===== src/rtl/nn_input_pkg.sv =====
// Shared constants, pixel type and streamer FSM encoding for the network
// input path (storage BRAM -> pixel stream).
package nn_input_pkg;

    localparam int IMG_PIXELS  = 784;
    localparam int PIXEL_W     = 8;
    localparam int BRAM_ADDR_W = 16;

    typedef logic [PIXEL_W-1:0] pixel_t;

    typedef enum logic [1:0] {
        IDLE,
        REQ,
        STREAM,
        DONE
    } streamer_state_t;

endpackage


===== src/rtl/pixel_skid_fifo.sv =====
// Two-entry {index, data} FIFO. Entry 0 is always the head, so the head
// outputs come straight from registers and never from a read mux.
module pixel_skid_fifo #(
    parameter int DATA_W = 8,
    parameter int IDX_W  = 10
) (
    input  logic              clk,
    input  logic              rst,
    input  logic              push,
    input  logic [DATA_W-1:0] push_data,
    input  logic [IDX_W-1:0]  push_idx,
    input  logic              pop,
    output logic [DATA_W-1:0] head_data,
    output logic [IDX_W-1:0]  head_idx,
    output logic [1:0]        occupancy,
    output logic              full,
    output logic              empty
);

    logic [DATA_W-1:0] tail_data;
    logic [IDX_W-1:0]  tail_idx;
    logic              push_ok;
    logic              pop_ok;

    assign full    = (occupancy == 2'd2);
    assign empty   = (occupancy == 2'd0);
    assign pop_ok  = pop && !empty;
    assign push_ok = push && (!full || pop_ok);

    always_ff @(posedge clk or posedge rst) begin
        if (rst) begin
            occupancy <= 2'd0;
            head_data <= '0;
            head_idx  <= '0;
            tail_data <= '0;
            tail_idx  <= '0;
        end else begin
            case ({push_ok, pop_ok})
                2'b10: begin
                    if (empty) begin
                        head_data <= push_data;
                        head_idx  <= push_idx;
                    end else begin
                        tail_data <= push_data;
                        tail_idx  <= push_idx;
                    end
                    occupancy <= occupancy + 2'd1;
                end
                2'b01: begin
                    head_data <= tail_data;
                    head_idx  <= tail_idx;
                    occupancy <= occupancy - 2'd1;
                end
                2'b11: begin
                    // Occupancy unchanged; the new word lands behind whatever remains.
                    if (occupancy == 2'd1) begin
                        head_data <= push_data;
                        head_idx  <= push_idx;
                    end else begin
                        head_data <= tail_data;
                        head_idx  <= tail_idx;
                        tail_data <= push_data;
                        tail_idx  <= push_idx;
                    end
                end
                default: ;
            endcase
        end
    end

endmodule


===== src/rtl/image_pixel_streamer.sv =====
// Sweeps the stored image out of the input BRAM and presents it as a
// backpressured pixel stream, hiding the BRAM's one-cycle read latency.
module image_pixel_streamer
    import nn_input_pkg::*;
#(
    parameter int NUM_PIXELS = IMG_PIXELS,
    parameter int ADDR_W     = BRAM_ADDR_W,
    parameter int DATA_W     = PIXEL_W,
    parameter int IDX_W      = 10
) (
    input  logic              clk,
    input  logic              rst,
    input  logic              image_written,
    output logic              read_request,
    input  logic              read_enable,
    output logic [ADDR_W-1:0] bram_addr,
    input  logic [DATA_W-1:0] bram_data,
    output logic [DATA_W-1:0] pix_data,
    output logic [IDX_W-1:0]  pix_index,
    output logic              pix_last,
    output logic              pix_valid,
    input  logic              pix_ready,
    output logic              busy,
    output logic              done
);

    localparam int                CNT_W    = $clog2(NUM_PIXELS + 1);
    localparam logic [CNT_W-1:0]  CNT_MAX  = CNT_W'(NUM_PIXELS);
    localparam logic [IDX_W-1:0]  LAST_IDX = IDX_W'(NUM_PIXELS - 1);

    streamer_state_t  state;
    logic             iw_q;
    logic [CNT_W-1:0] cnt;
    logic             vld_p1;
    logic [IDX_W-1:0] idx_p1;

    logic             fifo_pop;
    logic             fifo_full;
    logic             fifo_empty;
    logic [1:0]       fifo_occ;
    logic [2:0]       occ_sum;
    logic             slot_ok;
    logic             issue;

    assign bram_addr = ADDR_W'(cnt);
    assign pix_valid = !fifo_empty;
    assign pix_last  = pix_valid && (pix_index == LAST_IDX);
    assign fifo_pop  = pix_valid && pix_ready;

    // Room for one more word counting what is stored, what is in flight and
    // what leaves this cycle.
    assign occ_sum = {1'b0, fifo_occ} + {2'b00, vld_p1} - {2'b00, fifo_pop};
    assign slot_ok = fifo_full ? (fifo_pop && !vld_p1) : (occ_sum <= 3'd1);
    assign issue   = (state == STREAM) && read_enable && (cnt < CNT_MAX) && slot_ok;

    // Stage p0: address issue and control FSM
    always_ff @(posedge clk or posedge rst) begin
        if (rst) begin
            state        <= IDLE;
            iw_q         <= 1'b1;
            read_request <= 1'b0;
            busy         <= 1'b0;
            done         <= 1'b0;
            cnt          <= '0;
            vld_p1       <= 1'b0;
            idx_p1       <= '0;
        end else begin
            iw_q   <= image_written;
            done   <= 1'b0;
            vld_p1 <= issue;
            if (issue) begin
                cnt    <= cnt + 1'b1;
                idx_p1 <= IDX_W'(cnt);
            end
            case (state)
                IDLE: begin
                    if (image_written && !iw_q) begin
                        state        <= REQ;
                        read_request <= 1'b1;
                        busy         <= 1'b1;
                        cnt          <= '0;
                    end
                end
                REQ: begin
                    if (read_enable) state <= STREAM;
                end
                STREAM: begin
                    if (fifo_pop && (pix_index == LAST_IDX)) begin
                        state        <= DONE;
                        read_request <= 1'b0;
                        done         <= 1'b1;
                    end
                end
                DONE: begin
                    state <= IDLE;
                    busy  <= 1'b0;
                    cnt   <= '0;
                end
                default: state <= IDLE;
            endcase
        end
    end

    // Stage p1: BRAM word returns and is captured with its index
    pixel_skid_fifo #(
        .DATA_W (DATA_W),
        .IDX_W  (IDX_W)
    ) u_fifo (
        .clk       (clk),
        .rst       (rst),
        .push      (vld_p1),
        .push_data (bram_data),
        .push_idx  (idx_p1),
        .pop       (fifo_pop),
        .head_data (pix_data),
        .head_idx  (pix_index),
        .occupancy (fifo_occ),
        .full      (fifo_full),
        .empty     (fifo_empty)
    );

endmodule


===== config.mk =====
export PLATFORM = sky130hd
export DESIGN_NAME = image_pixel_streamer
export DESIGN_NICKNAME = d
export VERILOG_FILES = /design/src/rtl/nn_input_pkg.sv /design/src/rtl/pixel_skid_fifo.sv /design/src/rtl/image_pixel_streamer.sv
export SDC_FILE = /design/constraint.sdc
export NUM_CORES = 1
export LEC_CHECK = 0
export BUFFER_PORTS_ARGS = -buffer_cell sky130_fd_sc_hd__buf_4
export CORE_UTILIZATION = 47
export DETAILED_ROUTE_END_ITERATION = 10
export PLACE_DENSITY = 0.68
export SLEW_MARGIN = 30
export SYNTH_ARGS = -nofsm -noshare
export SYNTH_HDL_FRONTEND = slang
export SYNTH_SLANG_ARGS = --single-unit

===== constraint.sdc =====
create_clock -name clk -period 4.4 [get_ports clk]
set_input_delay 0.44 -clock clk [delete_from_list [all_inputs] [get_ports clk]]
set_output_delay 0.44 -clock clk [all_outputs]
set_load 0.05 [all_outputs]

### Yosys cells after proc, flatten, opt, wreduce, memory -nomap -nowiden

Index checks and enable logic that the tools add are counted.

| operators by class | value |
|---|---|
| muxes and demuxes | 27 |
| $add $sub $neg | 5 |
| equality and inequality tests | 15 |
| reductions and logical operators | 27 |
| order comparisons | 2 |

Operators by type and width:

| operator | count |
|---|---|
| 2-to-1 mux 10 bit | 6 |
| one-hot mux 10 bit (2 select lines) | 2 |
| 2-to-1 mux 8 bit | 4 |
| one-hot mux 10 bit (3 select lines) | 1 |
| one-hot mux 8 bit (3 select lines) | 1 |
| one-hot mux 8 bit (2 select lines) | 1 |
| adder 10 x 1 -> 10 bit (second input constant) | 1 |
| equality test 10 bit (second input constant) | 1 |
| equality test 2 bit (second input constant) | 5 |
| logical AND 1 bit | 10 |
| < comparator 10 bit (second input constant) | 1 |
| AND reduction 3 bit | 3 |
| != test 2 bit (second input constant) | 4 |
| one-hot mux 2 bit (4 select lines) | 1 |
| nonzero test 2 bit | 4 |
| equality test 2 x 1 -> 1 bit (second input constant) | 3 |
| 2-to-1 mux 2 bit | 3 |
| 2-to-1 mux 1 bit | 5 |
| zero test 1 bit | 4 |
| zero test 2 bit | 2 |
| != test 2 x 1 -> 1 bit (second input constant) | 2 |
| one-hot mux 1 bit (2 select lines) | 2 |
| one-hot mux 2 bit (2 select lines) | 1 |
| AND reduction 2 bit | 2 |
| 7 further kinds | 7 |

| word-level totals | value |
|---|---|
| input port bits | 13 |
| word-level logic and storage cells | 89 |
| register bits after elaboration | 65 |

### Logic depth before layout (Yosys ltp)

| depth | value |
|---|---|
| depth after elaboration | 10 |
| gate-level depth with buffers | 15 |

### Modules after synthesis

A second synthesis with hierarchy kept.

| unflattened totals | value |
|---|---|
| cell total of the unflattened synthesis | 302 |
| area, all modules | 3321.9 µm² |

Modules (own cells, without submodules):

| module | times used | area each (µm²) | cells each |
|---|---|---|---|
| pixel_skid_fifo | 1 | 1860.5 | 164 |
| image_pixel_streamer | 1 | 1461.4 | 138 |

### Least setup slack after synthesis

Ideal clock, no wire load.

| path | value |
|---|---|
| kind | register to register |
| from | register u_fifo.occupancy[1] |
| to | register idx_p1[2] |
| clock period less this slack | 3.069 ns |
| setup slack | 1.331 ns |
| stages on the path, launching flop included | 16 |
| data required time | 4.275 ns |
| arrival time | 2.944 ns |
| cells stage by stage | dfrtp_1 inv_1 ha_1 nand2b_1 clkbuf_1 inv_1 ha_1 inv_1 ha_1 inv_1 fa_1 xor2_1 o32a_1 nor2_1 buf_4 mux2_2 |

| between the ends | value |
|---|---|
| cells in the longest elaborated chain, start to end | 7 |
| elaborated cells between the ends (all ways) | 10 |

Ends and longest elaborated chain:

| item | line | text |
|---|---|---|
| from (decl) | pixel_skid_fifo.sv:15 | `output logic [1:0] occupancy,` |
| from (signal assigned) | pixel_skid_fifo.sv:47 | `occupancy <= occupancy + 2'd1;` |
| from (signal assigned) | pixel_skid_fifo.sv:52 | `occupancy <= occupancy - 2'd1;` |
| branches (longest 5 deep; another with adder 2 x 1 -> 3 bit) | n/a |  |
| 2-to-1 mux 1 bit * | image_pixel_streamer.sv:53 | `assign slot_ok = fifo_full ? (fifo_pop && !vld_p1) : (occ_sum <= 3'd1);` |
| logical AND 1 bit * | image_pixel_streamer.sv:54 | `assign issue = (state == STREAM) && read_enable && (cnt < CNT_MAX) && slot_ok;` |
| net issue | image_pixel_streamer.sv:43 | `logic issue;` |
| to (signal assigned) | image_pixel_streamer.sv:73 | `idx_p1 <= IDX_W'(cnt);` |
| to (decl) | image_pixel_streamer.sv:35 | `logic [IDX_W-1:0] idx_p1;` |

Mark *: on every way through the listed nets, which the timed path passes.
A chain may end at the register's enable or synchronous reset.

### Worst setup path in the final report

| path | value |
|---|---|
| from | register u_fifo.occupancy[1] |
| to | register idx_p1[8] |

| between the ends | value |
|---|---|
| cells in the longest elaborated chain, start to end | 7 |
| elaborated cells between the ends (all ways) | 10 |

Ends and longest elaborated chain:

| item | line |
|---|---|
| branches (longest 5 deep; another with adder 2 x 1 -> 3 bit) | n/a |
| 2-to-1 mux 1 bit * | image_pixel_streamer.sv:53 |
| logical AND 1 bit * | image_pixel_streamer.sv:54 |

Every way passes the cells marked *.

==> run_results.csv <==
group,metric,value,unit
setup_path,worstRegToRegCells,14,
final_layout,diodes,0,
sta,grt_setup_unrepaired,"false",
yosys,synth_area_per_cell,11.3,µm²
setup_path,criticalPathCategory,"reg -> reg",
global_routing,antenna_found_initial,0,
setup_path,r2r_slack,0.88,ns
clock_network,clockBufferDepth,2,
floorplanning,dieHeight,83.5,µm
yosys,synthArstFlopShare,100,%
floorplanning,die-area,6970,µm²
run_status,status,"complete, no violations",
route,num_vias,2228,
yosys,ys_ff_latch,65,
power_and_ir_drop,p_comb_share,44.9,%
clock_network,cts_inserted_buffers,9,
sta,hold_viol,0,
setup_path,path_max_fanout,16,
setup_path,r2r-start,"u_fifo.occupancy[1]",
floorplanning,io_pins,52,
route,routedWlPerCell,15.4,µm
yosys,yosysWarnings,0,
power_and_ir_drop,power.density,725,nW/µm²
power_and_ir_drop,p_switching,1.18,mW
floorplanning,die_w,83.5,µm
sta,hold-worst-slack,0.115,ns
placement,place_ws,0.901,ns
setup_path,cp-end-kind,"flop",
sta,maxSlewViolCount,0,
sta,setup_slack,0.878,ns
sta,final.period_utilization,80.0,%
global_routing,grt_max_degree,44,
yosys,ys_types,43,
route,dr.first_iter.drc_count,149,
clock_network,cts_max_level,3,
global_routing,grt_overflow_total,0,
setup_path,start_kind,"flop",
yosys,synthCells,277,
route,via_per_inst,5.50,
power_and_ir_drop,swShare,43.2,%
global_routing,grt_use_total,19.4,%
sta,setup-tns-final,0,ns
placement,gp_congestion,0.745,
setup_path,arrival,3.74,ns
power_and_ir_drop,power_frac_seq,32.0,%
sta,setup-violations-final,0,
final_layout,nNetsFinal,350,
yosys,synth_top_area_cell,"dfrtp_1",
sta,slew_headroom,50.0,%
final_layout,area_delta_synth_final,20.3,%
clock_network,cts_hold_buf,0,
clock_network,root_buffer,"clkbuf_8",
sta,skew,0.00487,ns
clock_network,clock_sinks,65,
clock_network,insertion_delay,0.34,ns
sta,fmax,284,MHz
yosys,synth_flop_cell,"dfrtp_1",
final_layout,drive_gt1_share,30.2,%
global_routing,grt_pass1_vias,2080,
setup_path,r2r-end,"idx_p1[8]",
power_and_ir_drop,pwr-share-clk,23.1,%
clock_network,cts_resized,0,
placement,dp_hpwl,4380,µm
global_routing,grt_pass1_wl,10500,µm
power_and_ir_drop,p_leak,1.79,nW
power_and_ir_drop,ir_worst_vdd,0.000408,V
sta,worst_slew_pin_slew,0.750,ns
route,firstDrtPassIters,4,
clock_network,cts.clk_slew.worst_paths,0.07,ns
yosys,synth_edf_count,0,
floorplanning,design.core.area,6390,µm²
yosys,synthTopCellsByArea,"dfrtp_1, mux2_2, ha_1, a22oi_1, a21oi_1",
clock_network,post-cts-setup-buffer-count,0,
placement,port_buffers,45,
route,routed_wl,6240,µm
setup_path,worstPathRequired,4.62,ns
route,ant_nets,0,
yosys,yosysTopAreaCellShare,51.3,%
yosys,synth.yosys.seq_area_share,52.1,%
yosys,syn-cell-area,3120,µm²
floorplanning,initial_core_util,48.9,%
job,maxCapViolCount,0,
power_and_ir_drop,p_int,1.55,mW
clock_network,cts_tree,"built",
floorplanning,rows,29,
route,drc_errors,0,
sta,post-route-min-period,3.52,ns
hold_path,hold_path_class,"in -> async",
==> power groups by stage <==
stage	Sequential, mW	Clock (mW)	Combinational [mW]
after floorplan	1.19	0	0.594
after global placement	0.878	0	1.19
after detailed placement	0.885	0	1.23
after CTS	0.874	0.644	1.23
after global routing	0.896	0.673	1.32
final	0.871	0.630	1.22
==> cell usage after synthesis, types with 3 or more instances <==
cell,count
buf_4,8
a21oi_1,26
nand2b_1,5
mux2_2,29
clkbuf_1,9
dfrtp_1,64
o21ai_0,5
nor2b_1,3
nor2_1,20
nand2_1,13
or4_1,5
inv_1,13
a22oi_1,18
and4b_1,3
nand4_1,3
nand3_1,6
o31ai_1,5
ha_1,13
==> placed cells by master (no fill, tap or decap), types with 2 or more instances in the layout <==
master / count
nand2_1: 13
dfrtp_1: 64
nand4_1: 3
xnor2_1: 2
a22oi_1: 18
o31ai_1: 5
conb_1: 6
clkinv_4: 2
and3_1: 2
or4_1: 5
o21ai_0: 5
inv_1: 12
mux2i_1: 2
nor2b_1: 3
clkbuf_8: 10
ha_1: 13
buf_4: 48
and4b_1: 3
bufinv_16: 3
mux2_2: 29
o32a_1: 2
nand2b_1: 5
nand3_1: 6
a21oi_1: 26
nor2_1: 20
==> cell type report <==
type                       instances  area, µm²
clock buffer                      10        138
sequential                        65       1630
clock inverter                     6        115
tap                               77       96.3
fill                             551       2630
multi-input combinational        186       1370
inverter                          13       48.8
timing repair buffer              48        360
==> kinds of logic after synthesis <==
| family | synth area share (%) |
|---|---|
| flops | 52.1 |
| buf+inv | 4.69 |
| compound gates | 14.0 |
| simple gates | 11.3 |
| mux | 11.1 |
| xor+xnor | 0.842 |
| fa+ha+maj | 5.85 |
| other cells | 0.120 |
==> flip-flops by register name, indices dropped and copies added, names as in the netlist <==
name,cells
u_fifo.head_data,8
u_fifo.tail_idx,10
busy,1
iw_q,1
cnt,10
u_fifo.head_idx,10
u_fifo.occupancy,2
done,1
read_request,1
u_fifo.tail_data,8
vld_p1,1
idx_p1,10
state,2
==> layer usage <==
metal / vias to the layer above / part of all wire, % / track usage (%)
met1: 1098 / 48 / 27.9
met5: - / 0 / 0
met2: 40 / 48 / 28.9
met4: 0 / 1.2 / 8.32
li1: 1082 / - / -
met3: 8 / 3.0 / 3.66
==> critical path, stage by stage, from the launching register on <==
cell and delay, ns:
dfrtp_1 0.45, inv_1 0.10, ha_1 0.22, nand2b_1 0.30, inv_1 0.08, ha_1 0.27, inv_1 0.05, ha_1 0.12
inv_1 0.05, fa_1 0.38, xor2_1 0.22, o32a_1 0.56, nor2_1 0.10, buf_4 0.20, mux2_2 0.28
==> how the worst max path moves through the flow <==
stage	startpoint	endpoint	slack [ns]	depth (start not counted)
after floorplan	u_fifo.occupancy[1]	idx_p1[2]	1.33	15
after global placement	u_fifo.occupancy[1]	idx_p1[8]	1.15	14
after detailed placement	u_fifo.occupancy[1]	idx_p1[8]	0.90	14
after CTS	u_fifo.occupancy[1]	idx_p1[8]	0.88	14
after global routing	u_fifo.occupancy[1]	idx_p1[8]	0.61	14
final	u_fifo.occupancy[1]	idx_p1[8]	0.88	14
==> through the flow <==
stage	utilization (%)	instances	cell area [µm²]	power [mW]
finish	58.8	405	3760	2.72
global route	58.8	405	3760	2.89
CTS	58.8	405	3760	2.75
detailed placement	54.9	389	3500	2.11
global placement	54.9	389	3500	2.07
floorplan	-	282	3140	1.78
No activity file was read; power rests on OpenSTA's default activity.
